**src/rtl/booth_mult_datapath.sv**
```systemverilog
// Radix-4 Booth multiplier datapath and sequencer: 32x32 signed, 16 two-bit steps.
// Define MULT_OVF_EN to register a signed 32-bit overflow flag on completion.
module booth_mult_datapath (
    input  logic        clk,
    input  logic        clr,
    input  logic        start,
    input  logic [31:0] multiplicand,
    input  logic [31:0] multiplier,
    output logic [2:0]  booth_bits,
    input  logic        aos,
    input  logic        sm,
    input  logic        nop,
    output logic        ctrl_clr,
    output logic        busy,
    output logic        result_valid,
    output logic [31:0] result,
    output logic        ovf
);

    typedef enum logic [1:0] {StIdle, StLoad, StRun, StDone} state_e;

    state_e      state_q, state_d;
    logic [33:0] acc_q, acc_d;
    logic [31:0] qr_q, qr_d;
    logic [31:0] mr_q, mr_d;
    logic        qm1_q, qm1_d;
    logic [3:0]  step_q, step_d;
    logic        busy_q, busy_d;
    logic        valid_q, valid_d;
    logic        ctrl_clr_q, ctrl_clr_d;
    logic [33:0] addend;
    logic [33:0] acc_sum;

    always_comb begin
        addend  = sm ? {mr_q[31], mr_q, 1'b0} : {{2{mr_q[31]}}, mr_q};
        acc_sum = acc_q;
        if (!nop) begin
            acc_sum = aos ? (acc_q - addend) : (acc_q + addend);
        end

        state_d = state_q;
        acc_d   = acc_q;
        qr_d    = qr_q;
        mr_d    = mr_q;
        qm1_d   = qm1_q;
        step_d  = step_q;

        case (state_q)
            StIdle, StDone: begin
                if (start) begin
                    mr_d    = multiplicand;
                    qr_d    = multiplier;
                    acc_d   = '0;
                    qm1_d   = 1'b0;
                    step_d  = '0;
                    state_d = StLoad;
                end
            end
            StLoad: state_d = StRun;
            StRun: begin
                // Arithmetic shift of {ACC', QR, QM1} by two, sign from ACC'.
                acc_d  = {{2{acc_sum[33]}}, acc_sum[33:2]};
                qr_d   = {acc_sum[1:0], qr_q[31:2]};
                qm1_d  = qr_q[1];
                step_d = step_q + 4'd1;
                if (step_q == 4'd15) begin
                    state_d = StDone;
                end
            end
            default: state_d = StIdle;
        endcase

        busy_d     = (state_d == StLoad) || (state_d == StRun);
        valid_d    = (state_d == StDone);
        ctrl_clr_d = (state_d == StLoad);
    end

    always_ff @(posedge clk or posedge clr) begin
        if (clr) begin
            state_q    <= StIdle;
            acc_q      <= '0;
            qr_q       <= '0;
            mr_q       <= '0;
            qm1_q      <= 1'b0;
            step_q     <= '0;
            busy_q     <= 1'b0;
            valid_q    <= 1'b0;
            ctrl_clr_q <= 1'b0;
        end else begin
            state_q    <= state_d;
            acc_q      <= acc_d;
            qr_q       <= qr_d;
            mr_q       <= mr_d;
            qm1_q      <= qm1_d;
            step_q     <= step_d;
            busy_q     <= busy_d;
            valid_q    <= valid_d;
            ctrl_clr_q <= ctrl_clr_d;
        end
    end

    assign booth_bits   = {qr_q[1], qr_q[0], qm1_q};
    assign ctrl_clr     = ctrl_clr_q;
    assign busy         = busy_q;
    assign result_valid = valid_q;
    assign result       = qr_q;

`ifdef MULT_OVF_EN
    logic        ovf_q, ovf_d;
    logic [32:0] prod_hi;

    always_comb begin
        // Product bits [63:31]; all equal means the product fits in 32 signed bits.
        prod_hi = {acc_d[31:0], qr_d[31]};
        ovf_d   = ovf_q;
        if (state_d == StLoad) begin
            ovf_d = 1'b0;
        end else if ((state_q == StRun) && (state_d == StDone)) begin
            ovf_d = !((&prod_hi) || (~|prod_hi));
        end
    end

    always_ff @(posedge clk or posedge clr) begin
        if (clr) begin
            ovf_q <= 1'b0;
        end else begin
            ovf_q <= ovf_d;
        end
    end

    assign ovf = ovf_q;
`else
    assign ovf = 1'b0;
`endif

endmodule
```
**config.mk**
```make
export PLATFORM = sky130hd
export DESIGN_NAME = booth_mult_datapath
export DESIGN_NICKNAME = d
export VERILOG_FILES = /design/src/rtl/booth_mult_datapath.sv
export SDC_FILE = /design/constraint.sdc
export NUM_CORES = 1
export LEC_CHECK = 0
export CAP_MARGIN = 20
export CORE_ASPECT_RATIO = 1.75
export CORE_MARGIN = 2
export CORE_UTILIZATION = 35
export DETAILED_ROUTE_END_ITERATION = 8
export PLACE_DENSITY = 0.67
export SETUP_SLACK_MARGIN = 0.5
export SYNTH_ARGS = -nofsm -noshare
export SYNTH_HDL_FRONTEND = slang
export SYNTH_SLANG_ARGS = --single-unit
```
**constraint.sdc**
```tcl
create_clock -name clk -period 8.8 [get_ports clk]
set_input_delay 2.64 -clock clk [delete_from_list [all_inputs] [get_ports clk]]
set_output_delay 2.64 -clock clk [all_outputs]
set_load 0.02 [all_outputs]
```
[After elaboration in Yosys (flattened, before gate mapping)]
Index checks and enable logic that the tools add are counted.
Cells by class
  mux-type cells: 14
  equal/unequal tests: 8
  add/subtract/negate cells: 3
  magnitude comparators: 0
  bitwise operators: 0
  divide/modulo/power cells: 0
  multipliers: 0
  shift-type cells: 0
  reduce and logical (&&, ||, !) cells: 6
Operator list (number)
  2-to-1 mux 34 bit: 3
  case mux 34 bit (2 select lines): 1
  2-to-1 mux 32 bit: 2
  case mux 32 bit (2 select lines): 1
  adder 34 bit: 1
  subtractor 34 bit: 1
  == test 2 bit, second input constant: 4
  case mux 4 bit (2 select lines): 1
  case mux 2 bit (3 select lines): 1
  adder 4 x 1 -> 4 bit, second input constant: 1
  == test 2 x 1 -> 1 bit, second input constant: 2
  == test 4 bit, second input constant: 1
  2-to-1 mux 2 bit: 2
  2-to-1 mux 4 bit: 1
  AND reduction 2 bit: 2
  logical NOT 2 bit: 1
  != test 2 bit, second input constant: 1
  case mux 1 bit (2 select lines): 1
  nonzero test 2 bit: 1
  OR reduction 2 bit: 1
  logical OR 1 bit: 1
  2-to-1 mux 1 bit: 1
Storage, ports and cells
  ROM bits: 0
  memories: 0
  output and inout bits: 39
  word-level logic and storage cells: 40
  input bits: 70
  flip-flop bits (word level): 108
  RAM bits: 0
  latch bits: 0

[Logic depth before layout (Yosys ltp)]
  depth after elaboration: 5
  mapped depth: 24
  depth with buffers taken out: 20

[Worst setup path after synthesis]
OpenSTA, ideal clock, no wires.
  path kind: input to register
  start: input sm
  end: register acc_q[28]
  buffers on the path: 4
  setup slack: 1.491 ns
  stages on the path: 22
  arrival time: 7.242 ns
  required time: 8.734 ns
  path through: clkbuf_1 clkbuf_1 buf_2 nor2b_1 inv_1 ha_1 nor4b_1 nand3b_1 or3_1 nor3_1 o21ai_0 a2bb2oi_1 o21ai_0 ha_1 clkbuf_1 and3_1 nand3_1 a21o_1 a311o_1 and2_1 o311ai_0 a221o_1
On the way
  word-level cells in the longest chain between the ends: 5
  elaborated cells between the ends (all ways): 6
RTL lines
  start, declared: RTL line 11  | input logic sm,
  2-to-1 mux 32 bit (*): RTL line 35  | addend = sm ? {mr_q[31], mr_q, 1'b0} : {{2{mr_q[31]}}, mr_q};
  adder 34 bit or subtractor 34 bit (tied branches): RTL line 38  | acc_sum = aos ? (acc_q - addend) : (acc_q + addend);
  2-to-1 mux 34 bit (*): RTL line 38
  2-to-1 mux 34 bit (*): RTL line 37  | if (!nop) begin
  case mux 34 bit (2 select lines) (*): RTL line 48  | case (state_q)
  end signal, assigned: RTL line 81  | acc_q <= '0;
  end signal, assigned: RTL line 91  | acc_q <= acc_d;
  end, declared: RTL line 23  | logic [33:0] acc_q, acc_d;
Every way passes the cells marked *; elsewhere a longest branch is shown, timed or not.
A chain may end at the register's enable or synchronous reset.

[Worst setup path in the final report]
  start: input sm
  end: register acc_q[32]
The elaborated chain is that of the path after synthesis.

==> run_summary.xml <==
<?xml version="1.0" encoding="UTF-8"?>
<metrics>
  <group name="status">
    <metric name="status" unit="">complete, no violations</metric>
  </group>
  <group name="worst_setup_path">
    <metric name="worstPathArrival" unit="ns">7.52</metric>
    <metric name="cp.required" unit="ns">9.04</metric>
    <metric name="worst_path_max_delay_cell" unit="">sky130_fd_sc_hd__nor4b_1</metric>
    <metric name="worstSetupEndpointType" unit="">register</metric>
    <metric name="path_max_fanout" unit="">8</metric>
    <metric name="start_kind" unit="">input pin</metric>
    <metric name="worst_r2r_path_depth" unit="">15</metric>
    <metric name="crit_chain" unit="">buf_2 &gt; mux2i_1 &gt; ha_1 &gt; nor4b_1 &gt; nand3b_1 &gt; or3_1 &gt; o211a_1 &gt; a31oi_1 &gt; o221ai_1 &gt; ha_1 &gt; and3_1 &gt; nand2_1 &gt; a311o_1 &gt; a31oi_1 &gt; a22oi_1 &gt; o311ai_0 &gt; xor2_1 &gt; o21ai_0</metric>
    <metric name="critical-path-max-stage-delay" unit="ns">0.52</metric>
    <metric name="worstSetupPathType" unit="">input pin to register</metric>
  </group>
  <group name="placement">
    <metric name="hpwlAfterDp" unit="µm">15100</metric>
    <metric name="detailed_place.area" unit="µm²">9200</metric>
    <metric name="number_of_buffers_inserted_by_port_buffering" unit="">107</metric>
    <metric name="place_inst" unit="">1285</metric>
    <metric name="routabilityCongestion" unit="">0.876</metric>
  </group>
  <group name="routing">
    <metric name="first_iter_violations" unit="">427</metric>
    <metric name="vias_after_detailed_routing" unit="">7291</metric>
    <metric name="first_pass_iters" unit="">5</metric>
    <metric name="viasPerCell" unit="">5.60</metric>
    <metric name="routed_wire_length_per_instance" unit="µm">15.9</metric>
    <metric name="postRouteAntennaNets" unit="">0</metric>
    <metric name="drt_drc_violations_left" unit="">0</metric>
    <metric name="route.final.wire_length" unit="µm">20700</metric>
  </group>
  <group name="synthesis">
    <metric name="synth_enable_flop_cells" unit="">0</metric>
    <metric name="netlist_top_cells_area" unit="">sky130_fd_sc_hd__dfrtp_1, sky130_fd_sc_hd__o21ai_0, sky130_fd_sc_hd__ha_1</metric>
    <metric name="share_of_the_yosys_chip_area_belonging_to_registers" unit="%">33.3</metric>
    <metric name="post-synth-top-area-cell" unit="">sky130_fd_sc_hd__dfrtp_1</metric>
    <metric name="synth.top_cell.area_share" unit="%">33.3</metric>
    <metric name="synthDistinctLibCells" unit="">69</metric>
    <metric name="ys_ff_latch" unit="">106</metric>
    <metric name="synthFlopType" unit="">sky130_fd_sc_hd__dfrtp_1</metric>
    <metric name="synth_warnings" unit="">0</metric>
    <metric name="postSynth.asyncResetShare" unit="%">100</metric>
    <metric name="synthesis.area" unit="µm²">7960</metric>
    <metric name="syn_inst" unit="">937</metric>
    <metric name="mappedNetlistNets" unit="">1046</metric>
    <metric name="synth.avg_cell_area" unit="µm²">8.49</metric>
  </group>
  <group name="run">
    <metric name="count_of_maximum_capacitance_violations" unit="">0</metric>
  </group>
  <group name="cts">
    <metric name="clock-root-buffer" unit="">sky130_fd_sc_hd__clkbuf_16</metric>
    <metric name="cts.clk_slew.worst_paths" unit="ns">0.07</metric>
    <metric name="cts_hold_buf" unit="">0</metric>
    <metric name="ctsLongestPathBuffers" unit="">2</metric>
    <metric name="tritoncts" unit="">done</metric>
    <metric name="clkLatencyLatePin" unit="ns">0.36</metric>
    <metric name="cts.sinks" unit="">106</metric>
    <metric name="cts.repair.resized" unit="">0</metric>
    <metric name="cts-htree-levels" unit="">3</metric>
    <metric name="tritoncts.num_buffers" unit="">9</metric>
    <metric name="postCtsSetupBuffers" unit="">0</metric>
  </group>
  <group name="timing">
    <metric name="finalMaxSlewViolations" unit="">0</metric>
    <metric name="timing.fmax" unit="MHz">137</metric>
    <metric name="report.final.hold_viol_count" unit="">0</metric>
    <metric name="totalNegativeSetupSlack" unit="ns">0</metric>
    <metric name="setup-violations-final" unit="">0</metric>
    <metric name="slew_headroom" unit="%">18.6</metric>
    <metric name="finClkSkew" unit="ns">0.0103</metric>
    <metric name="final.period_utilization" unit="%">82.7</metric>
    <metric name="final.min_clock_period" unit="ns">7.28</metric>
    <metric name="grt_setup_unrepaired" unit="">false</metric>
    <metric name="timing_worst_slew_pin_value" unit="ns">1.21</metric>
  </group>
  <group name="final_layout">
    <metric name="total_area_of_multi_input_combinational_cells" unit="µm²">4940</metric>
    <metric name="stdcell_area" unit="µm²">9510</metric>
    <metric name="syn_to_final_growth" unit="%">19.6</metric>
    <metric name="nFillCells" unit="">2253</metric>
    <metric name="drive_gt1_share" unit="%">7.99</metric>
    <metric name="final-instance-count-excl-fill" unit="">1301</metric>
    <metric name="most-common-layout-cells" unit="">sky130_fd_sc_hd__o21ai_0, sky130_fd_sc_hd__dfrtp_1, sky130_fd_sc_hd__clkdlybuf4s50_1, sky130_fd_sc_hd__nand2_1, sky130_fd_sc_hd__a21oi_1</metric>
    <metric name="seqCellArea" unit="µm²">2650</metric>
    <metric name="finish.net_count" unit="">1105</metric>
    <metric name="layout_commonest_cell" unit="">sky130_fd_sc_hd__o21ai_0</metric>
    <metric name="antenna-diode-count" unit="">0</metric>
  </group>
  <group name="floorplan">
    <metric name="ios" unit="">109</metric>
    <metric name="start_util" unit="%">35.3</metric>
    <metric name="die_width" unit="µm">118</metric>
    <metric name="floorplan.die_area" unit="µm²">24000</metric>
    <metric name="placeableCoreArea" unit="µm²">22600</metric>
    <metric name="num_rows" unit="">73</metric>
    <metric name="chipHeight" unit="µm">203</metric>
  </group>
  <group name="worst_hold_path">
    <metric name="worst_hold_path_type" unit="">register to register</metric>
    <metric name="worstHoldPathCells" unit="">2</metric>
  </group>
  <group name="global_routing">
    <metric name="number_of_antenna_violations_at_the_first_check_in_global_routing" unit="">0</metric>
    <metric name="number_of_global_route_vias_before_repair" unit="">7112</metric>
    <metric name="grt_start_max_net_pins" unit="">98</metric>
    <metric name="globalRouteOverflowTotal" unit="">0</metric>
    <metric name="global_route.usage.total" unit="%">17.3</metric>
    <metric name="wire_length_of_the_first_global_routing_pass" unit="µm">34100</metric>
  </group>
  <group name="pwr">
    <metric name="pnr_total_power" unit="mW">3.49</metric>
    <metric name="leakagePower" unit="nW">3.95</metric>
    <metric name="pwr_density_cell" unit="nW/µm²">367</metric>
    <metric name="worst_ir_drop_vdd" unit="mV">0.276</metric>
  </group>
</metrics>
registers in the layout (all words and copies together), names as in the netlist, 2 cells and up:
register,count
acc_q,32
step_q,4
state_q,2
result,32
mr_q,32
cell usage after synthesis, types with 18 or more instances:
master and instances:
sky130_fd_sc_hd__mux2_2 34, sky130_fd_sc_hd__o211ai_1 19, sky130_fd_sc_hd__o21ai_0 125, sky130_fd_sc_hd__ha_1 38, sky130_fd_sc_hd__a21oi_1 64, sky130_fd_sc_hd__xnor2_1 20, sky130_fd_sc_hd__inv_1 25, sky130_fd_sc_hd__nand2_1 104
sky130_fd_sc_hd__dfrtp_1 106, sky130_fd_sc_hd__mux2i_1 38, sky130_fd_sc_hd__clkbuf_1 50, sky130_fd_sc_hd__nor2_1 46, sky130_fd_sc_hd__xor2_1 18
per-layer routing:
metal / up-vias / part of all wire, % / track usage, %
met1: 3492 / 40 / 19.1
li1: 3571 / - / -
met2: 186 / 53 / 32.1
met5: - / 0 / 0
met3: 42 / 3.8 / 2.68
met4: 0 / 3.0 / 8.26
power breakdown:
part	internal (mW)	switching, mW
registers	0.710	0.251
clock network	0.232	0.198
logic	0.927	1.18
total	1.87	1.63
layout make-up:
cell class | instances | share of cell area [%]
Multi-Input combinational cell | 738 | 52.0
Sequential cell | 106 | 27.9
Timing Repair Buffer | 115 | 11.8
Tap cell | 300 | 3.95
Clock buffer | 10 | 2.51
Inverter | 26 | 1.05
Clock inverter | 6 | 0.776
through the flow:
stage | utilization (%) | hold slack [ns] | worst slack [ns]
after CTS | 42.2 | 0.472 | 1.54
after detailed placement | 40.8 | 0.456 | 1.17
after floorplan | - | 0.440 | 1.49
after global routing | 42.2 | 0.539 | 1.11
after global placement | 40.8 | 0.457 | 1.34
final | 42.2 | 0.466 | 1.52
final timing paths:
check / start / endpoint / slack [ns]
hold / removal: qm1_q / qm1_q / 0.47
setup reg to reg: mr_q[6] / acc_q[28] / 2.87
hold reg to reg: qm1_q / qm1_q / 0.47
min in group asynchronous: clr / result[1] / 2.66
max in group asynchronous: clr / acc_q[28] / 4.87
setup / recovery: sm / acc_q[32] / 1.52
kinds of logic after synthesis:
logic type | share of synthesized area (%)
buffers and inverters | 4.72
xor gates and xnor gates | 4.18
muxes | 9.59
and+or+nand+nor | 15.9
other | 0.0471
adders and majority gates | 6.23
AOI/OAI and AO/OA | 26.0
DFF | 33.3
critical path: cells and delay by family:
family,cells,cell delay (ns)
fa+ha+maj,2,0.63
buf+inv,1,0.16
simple gates,5,1.66
xor+xnor,1,0.18
mux,1,0.25
compound gates,8,1.99
No activity file was read; power rests on OpenSTA's default activity.
